`config.mk`:
```
export PLATFORM = sky130hd
export DESIGN_NAME = i2c_target_regs
export DESIGN_NICKNAME = d
export VERILOG_FILES = /design/src/rtl/i2c_target_regs.sv
export SDC_FILE = /design/constraint.sdc
export NUM_CORES = 1
export LEC_CHECK = 0
export CAP_MARGIN = 20
export CORE_UTILIZATION = 45
export DETAILED_ROUTE_END_ITERATION = 16
export PLACE_DENSITY = 0.67
export SLEW_MARGIN = 20
export SYNTH_ARGS = -nofsm -noshare
export SYNTH_HDL_FRONTEND = slang
export SYNTH_SLANG_ARGS = --single-unit
```
`constraint.sdc`:
```
create_clock -name clk_i -period 2.98 [get_ports clk_i]
set_input_delay 0.298 -clock clk_i [delete_from_list [all_inputs] [get_ports clk_i]]
set_output_delay 0.298 -clock clk_i [all_outputs]
set_load 0.02 [all_outputs]
```
`src/rtl/i2c_target_regs.sv`:
```
// I2C target with a 4-entry x 8-bit register bank and a local access port.
// SCL/SDA are oversampled on clk_i; all bus events are derived from synchronized copies.
module i2c_target_regs #(
    parameter logic [6:0] TARGET_ADDR = 7'h2A,
    parameter int         SYNC_STAGES = 2
) (
    input  logic       clk_i,
    input  logic       rst_ni,
    input  logic       scl_i,
    input  logic       sda_i,
    output logic       sda_oe_o,
    input  logic [1:0] loc_addr_i,
    input  logic       loc_we_i,
    input  logic [7:0] loc_wdata_i,
    output logic [7:0] loc_rdata_o,
    output logic       wr_done_o,
    output logic       rd_done_o,
    output logic [2:0] nby_o,
    output logic       busy_o
);

    typedef enum logic [2:0] {
        IDLE, ADDR, ADDR_ACK, WR_BYTE, WR_ACK, RD_BYTE, RD_ACK, IGNORE
    } state_t;

    logic [SYNC_STAGES-1:0] scl_sync_q, sda_sync_q;
    logic                   scl_hist_q, sda_hist_q;
    logic                   scl_s, sda_s;
    logic                   scl_rise, scl_fall, start_c, stop_c, wr_store;

    state_t     state_q;
    logic [3:0] bit_cnt_q;
    logic [7:0] shift_q;
    logic [2:0] idx_q;
    logic       rw_q, nack_q, sda_oe_q, busy_q, wr_done_q, rd_done_q;
    logic [2:0] nby_q;
    logic [7:0] bank_q [4];

    // Synchronizers preset to 1 so an idle (pulled-up) bus produces no edges out of reset.
    always_ff @(posedge clk_i or negedge rst_ni) begin
        if (!rst_ni) begin
            scl_sync_q <= '1;
            sda_sync_q <= '1;
            scl_hist_q <= 1'b1;
            sda_hist_q <= 1'b1;
        end else begin
            scl_sync_q <= {scl_sync_q[SYNC_STAGES-2:0], scl_i};
            sda_sync_q <= {sda_sync_q[SYNC_STAGES-2:0], sda_i};
            scl_hist_q <= scl_s;
            sda_hist_q <= sda_s;
        end
    end

    assign scl_s    = scl_sync_q[SYNC_STAGES-1];
    assign sda_s    = sda_sync_q[SYNC_STAGES-1];
    assign scl_rise = scl_s & ~scl_hist_q;
    assign scl_fall = ~scl_s & scl_hist_q;
    assign start_c  = scl_s & scl_hist_q & sda_hist_q & ~sda_s;
    assign stop_c   = scl_s & scl_hist_q & ~sda_hist_q & sda_s;

    assign wr_store = (state_q == WR_BYTE) && scl_fall && (bit_cnt_q == 4'd8) &&
                      !idx_q[2] && !start_c && !stop_c;

    // The I2C store is assigned last so it overrides a colliding local write.
    always_ff @(posedge clk_i or negedge rst_ni) begin
        if (!rst_ni) begin
            for (int i = 0; i < 4; i++) bank_q[i] <= 8'h00;
        end else begin
            if (loc_we_i) bank_q[loc_addr_i] <= loc_wdata_i;
            if (wr_store) bank_q[idx_q[1:0]] <= shift_q;
        end
    end

    always_ff @(posedge clk_i or negedge rst_ni) begin
        if (!rst_ni) begin
            state_q   <= IDLE;
            bit_cnt_q <= 4'd0;
            shift_q   <= 8'h00;
            idx_q     <= 3'd0;
            rw_q      <= 1'b0;
            nack_q    <= 1'b0;
            sda_oe_q  <= 1'b0;
            busy_q    <= 1'b0;
            wr_done_q <= 1'b0;
            rd_done_q <= 1'b0;
            nby_q     <= 3'd0;
        end else begin
            wr_done_q <= 1'b0;
            rd_done_q <= 1'b0;
            if (start_c || stop_c) begin
                sda_oe_q  <= 1'b0;
                busy_q    <= 1'b0;
                if (busy_q && !rw_q && (idx_q != 3'd0)) begin
                    nby_q     <= idx_q;
                    wr_done_q <= 1'b1;
                end
                bit_cnt_q <= 4'd0;
                idx_q     <= 3'd0;
                state_q   <= start_c ? ADDR : IDLE;
            end else begin
                case (state_q)
                    IDLE: ;
                    ADDR: begin
                        if (scl_rise) begin
                            shift_q   <= {shift_q[6:0], sda_s};
                            bit_cnt_q <= bit_cnt_q + 4'd1;
                        end else if (scl_fall && (bit_cnt_q == 4'd8)) begin
                            bit_cnt_q <= 4'd0;
                            rw_q      <= shift_q[0];
                            if (shift_q[7:1] == TARGET_ADDR) begin
                                sda_oe_q <= 1'b1;
                                busy_q   <= 1'b1;
                                state_q  <= ADDR_ACK;
                            end else begin
                                state_q  <= IGNORE;
                            end
                        end
                    end
                    ADDR_ACK: begin
                        if (scl_fall) begin
                            if (rw_q) begin
                                shift_q   <= bank_q[0];
                                sda_oe_q  <= ~bank_q[0][7];
                                bit_cnt_q <= 4'd1;
                                state_q   <= RD_BYTE;
                            end else begin
                                sda_oe_q  <= 1'b0;
                                bit_cnt_q <= 4'd0;
                                state_q   <= WR_BYTE;
                            end
                        end
                    end
                    WR_BYTE: begin
                        if (scl_rise) begin
                            shift_q   <= {shift_q[6:0], sda_s};
                            bit_cnt_q <= bit_cnt_q + 4'd1;
                        end else if (scl_fall && (bit_cnt_q == 4'd8)) begin
                            bit_cnt_q <= 4'd0;
                            state_q   <= WR_ACK;
                            if (!idx_q[2]) begin
                                idx_q    <= idx_q + 3'd1;
                                sda_oe_q <= 1'b1;
                                nack_q   <= 1'b0;
                            end else begin
                                sda_oe_q <= 1'b0;
                                nack_q   <= 1'b1;
                            end
                        end
                    end
                    WR_ACK: begin
                        if (scl_fall) begin
                            sda_oe_q <= 1'b0;
                            state_q  <= nack_q ? IGNORE : WR_BYTE;
                        end
                    end
                    // bit_cnt_q counts bits already placed on the bus in this byte.
                    RD_BYTE: begin
                        if (scl_fall) begin
                            if (bit_cnt_q == 4'd8) begin
                                sda_oe_q  <= 1'b0;
                                bit_cnt_q <= 4'd0;
                                state_q   <= RD_ACK;
                            end else begin
                                sda_oe_q  <= ~shift_q[6];
                                shift_q   <= {shift_q[6:0], 1'b0};
                                bit_cnt_q <= bit_cnt_q + 4'd1;
                            end
                        end
                    end
                    RD_ACK: begin
                        if (scl_rise) begin
                            if (sda_s) begin
                                rd_done_q <= 1'b1;
                                state_q   <= IGNORE;
                            end else begin
                                idx_q <= {1'b0, idx_q[1:0] + 2'd1};
                            end
                        end else if (scl_fall) begin
                            shift_q   <= bank_q[idx_q[1:0]];
                            sda_oe_q  <= ~bank_q[idx_q[1:0]][7];
                            bit_cnt_q <= 4'd1;
                            state_q   <= RD_BYTE;
                        end
                    end
                    IGNORE:  sda_oe_q <= 1'b0;
                    default: state_q  <= IDLE;
                endcase
            end
        end
    end

    assign sda_oe_o    = sda_oe_q;
    assign busy_o      = busy_q;
    assign wr_done_o   = wr_done_q;
    assign rd_done_o   = rd_done_q;
    assign nby_o       = nby_q;
    assign loc_rdata_o = bank_q[loc_addr_i];

endmodule
```
==> key figures <==
Outcome
  – Result of the run: completed

STA
  – Max Clock Skew: ~0.011 ns
  – Pins over their slew limit: 0
  – Slew @ Worst Pin: 0.798 ns
  – Highest Clock Rate: 397 MHz
  – Final Hold Violating Endpoints: 0
  – Normalized max-slew margin: 0.467
  – Final critical-path share of the clock period: 0.846
  – RSZ-0062 raised after global routing: no
  – Setup-violating endpoint count in the final report: 0
  – Shortest period the worst path allows: roughly 2.5 ns
  – Setup TNS: 0 ns

Power and ir drop
  – IR Drop Worst-Case VDD: between 200 and 300 uV
  – Leak: 1.96 nW
  – PwrDens: between 800 and 900 mW/mm^2
  – Design Power: between 0.003 and 0.004 W

Place
  – Placer congestion estimate: 0.917
  – Number of buffers added on ports: 29
  – Placed instance count: ~500
  – Instance area after placement: 0.00428 sq mm
  – Estimated wirelength of the detail-placed design: 6270 microns

GRT
  – Pin count of the biggest net entering global routing: 47
  – Number of antenna violations at the first check in global routing: 0
  – First-pass GRT wire length: 14500 microns
  – Via count of the first global-routing pass: approximately 2800
  – Total Routing Usage GR: 0.218
  – Remaining global-route overflow: 0

Die
  – Height of the chip: 95.0 microns
  – Starting Density: 0.469
  – Placement Rows: 33
  – Core Footprint: a little over 0.008 sq mm
  – Total I/O pin count: 30
  – Horizontal die dimension: ~95 microns
  – Full die area: roughly 0.0090 sq mm

Job
  – # Max-Cap Violations: 0

Synth
  – Synthesis Warnings: 0
  – Area of the mapped netlist: ~0.0039 sq mm
  – Number of enable flip-flop cells after synthesis: 0
  – Distinct cell type count after synthesis: 55
  – Synth Flop Type: sky130_fd_sc_hd__dfrtp_1
  – Mean post-synth cell area: about 10 sq um
  – Fraction of synthesized cell area taken by the top area cell type: 0.379
  – Largest cells by area after synthesis: sky130_fd_sc_hd__dfrtp_1 (38%), sky130_fd_sc_hd__mux2i_1 (9.3%), sky130_fd_sc_hd__mux4_2 (9.3%), sky130_fd_sc_hd__a21oi_1 (4.6%), sky130_fd_sc_hd__nor2_1 (4.1%)
  – Number of synthesized register bits: 65
  – Register area share after synthesis: 0.420
  – Net count after synthesis: between 400 and 500
  – Library cell occupying the most area in the post-synthesis netlist: sky130_fd_sc_hd__dfrtp_1
  – Count of mapped cells out of synthesis: 382
  – Fraction of registers with async set/reset: 1.00

Worst hold path
  – Worst hold start: sda_sync_q[0]
  – Number of cells on the worst hold path: 0
  – Worst hold endpoint: sda_sync_q[1]
  – Hold crit path type: reg -> reg

CTS
  – H-Tree Depth: 3
  – Buffer depth of the longest clock path: 2
  – CTS tree: done
  – Clock sink count: 65
  – Root buf cell: sky130_fd_sc_hd__clkbuf_8
  – Post-CTS Resized: 0
  – Clock transition at path regs: about 0.07 ns
  – TritonCTS buffer count: 9
  – Clk_lat worst skew: between 0.3 and 0.4 ns
  – Cts-stage hold buffer count: 0
  – # Post-CTS Setup Buffers: 0

Setup path
  – Required time worst endpoint: around 3.2 ns
  – Maximum fanout along the worst path: 8
  – Cell breakdown of the critical path: inv_1 -> ha_1 -> or2_1 -> o211a_1 -> a31o_1 -> or4_4 -> mux2_4
  – R2R Path End: shift_q[6]
  – Count of buffer and inverter cells on the critical path: 1
  – Kind of critical path: reg -> reg
  – CP delay by family, top: simple AND/OR/NAND/NOR gates
  – Slowest CP cell: sky130_fd_sc_hd__or4_4
  – Endpoint kind of the worst setup timing path: register
  – Arrival time at the worst endpoint: between 2 and 3 ns
  – Element type at the critical path start: register
  – Number of cells on the worst reg-to-reg path: 7
  – Reg-to-reg slack, setup: 0.46 ns
  – CP Depth: 7
  – Highest cell delay on the worst timing path: approximately 0.63 ns
  – Launching point of the worst reg2reg path: scl_hist_q

Route
  – 1st-iter DRT viols: approximately 230
  – Via total after detailed routing: between 3000 and 4000
  – TritonRoute pass-1 iters: 5
  – Routed wire length: 9060 microns
  – Remaining design rule violation count: 0
  – Post-route antenna net violation count: 0
  – Post-detailed-route via-to-cell ratio: approximately 5.9
  – Post-detailed-route wirelength per cell: about 17 microns

Final layout
  – Post-layout nets: 432
  – Non-Filler Instances: about 520
  – Total non-filler cell area in the finished layout: 0.00452 sq mm
  – Share of the core filled with cells: 0.544
  – Layout cells sized above 1: 0.157
  – Antenna diode count: 0
  – Area added between synthesis and finish: 16.0%
-- registers in the layout, indices dropped and copies added (netlist names), 2 cells and up --
register / count
idx_q: 3
shift_q: 8
bank_q: 32
nby_o: 3
bit_cnt_q: 4
scl_sync_q: 2
sda_sync_q: 2
state_q: 3
-- through the flow --
stage,hold slack [ns],setup WS [ns]
after floorplan,0.00241,0.602
after global placement,0.347,0.555
after detailed placement,0.347,0.476
after CTS,0.184,0.470
after global routing,0.355,0.423
final,0.357,0.458
-- power by group --
part / internal, W / total, W / switching, W / leakage [nW]
sequential: 0.00108 / 0.00144 / 0.000364 / 0.774
clock: 0.000497 / 0.000860 / 0.000363 / 0.113
combinational: 0.000775 / 0.00147 / 0.000696 / 1.07
total: 0.00235 / 0.00378 / 0.00142 / 1.96
-- per-layer routing --
layer | GRT usage | vias to the layer above | part of all wire
met1 | 0.309 | 1502 | 0.47
met2 | 0.332 | 119 | 0.46
met5 | 0 | - | 0
li1 | - | 1439 | -
met3 | 0.0415 | 17 | 0.061
met4 | 0.0795 | 0 | 0.014
-- how the worst max path moves through the flow --
stage                     slack [ns]         end  startpoint
after floorplan                 0.60  shift_q[0]  scl_hist_q
after global placement          0.55  shift_q[6]  scl_hist_q
after detailed placement        0.48  shift_q[5]  scl_hist_q
after CTS                       0.47  shift_q[6]  scl_hist_q
after global routing            0.42  shift_q[6]  scl_hist_q
final                           0.46  shift_q[6]  scl_hist_q
-- cells in the mapped netlist, drive strengths merged, types with 2 or more instances --
cell and count:
nand2b 4, ha 9, nor4 2, a21oi 36, clkbuf 11, nand3 5
o21ai 16, o221ai 2, or2 4, nand3b 7, inv 17, nor2b 4
and2 2, a31oi 3, nand4b 2, a311oi 2, buf 12, nand2 30
dfrtp 59, a221oi 2, mux2i 36, nor3 6, mux2 12, a211oi 2
o21a 2, nor2 43, mux4 16, o22ai 9, dfstp 6
-- logic make-up after synthesis --
group | Yosys count | share of synthesized area
AOI/OAI and AO/OA | 86 | 0.135
xor gates and xnor gates | 1 | 0.00225
DFF | 65 | 0.420
buffers and inverters | 41 | 0.0434
and+or+nand+nor | 116 | 0.144
adders and majority gates | 9 | 0.0289
muxes | 64 | 0.228
-- cell usage in the layout, fill, tap and decap left out, types with 3 or more instances in the layout --
master | Yosys | final
sky130_fd_sc_hd__nand3b_1 | 7 | 7
sky130_fd_sc_hd__buf_4 | 0 | 9
sky130_fd_sc_hd__o21ai_0 | 16 | 16
sky130_fd_sc_hd__a31oi_1 | 3 | 3
sky130_fd_sc_hd__a21oi_1 | 36 | 36
sky130_fd_sc_hd__inv_1 | 17 | 17
sky130_fd_sc_hd__mux2i_1 | 36 | 36
sky130_fd_sc_hd__nor2b_1 | 4 | 4
sky130_fd_sc_hd__o22ai_1 | 9 | 9
sky130_fd_sc_hd__nand3_1 | 5 | 5
sky130_fd_sc_hd__dfstp_2 | 6 | 6
sky130_fd_sc_hd__nand2_1 | 30 | 30
sky130_fd_sc_hd__ha_1 | 9 | 9
sky130_fd_sc_hd__or2_2 | 3 | 3
sky130_fd_sc_hd__nor3_1 | 6 | 6
sky130_fd_sc_hd__clkdlybuf4s50_1 | 0 | 28
sky130_fd_sc_hd__mux2_2 | 4 | 4
sky130_fd_sc_hd__mux4_2 | 16 | 16
sky130_fd_sc_hd__dfrtp_1 | 59 | 59
sky130_fd_sc_hd__nor2_1 | 43 | 43
sky130_fd_sc_hd__clkbuf_8 | 0 | 10
sky130_fd_sc_hd__nand2b_1 | 4 | 4
sky130_fd_sc_hd__mux2_4 | 8 | 8
-- worst reg2reg max path: stages (launching register included) --
cell and delay, ns:
sky130_fd_sc_hd__dfstp_2 0.54, sky130_fd_sc_hd__inv_1 0.04, sky130_fd_sc_hd__ha_1 0.25, sky130_fd_sc_hd__or2_1 0.27
sky130_fd_sc_hd__o211a_1 0.15, sky130_fd_sc_hd__a31o_1 0.20, sky130_fd_sc_hd__or4_4 0.63, sky130_fd_sc_hd__mux2_4 0.34
-- layout make-up --
cell class                      count  area, sq um
Multi-Input combinational cell    276         2100
Timing Repair Buffer               38          358
Clock buffer                       10          138
Fill cell                         730         3780
Tap cell                          105          131
Clock inverter                      6         90.1
Sequential cell                    65         1630
Inverter                           18         67.6
Note: power is estimated with default switching activity, not from simulation.
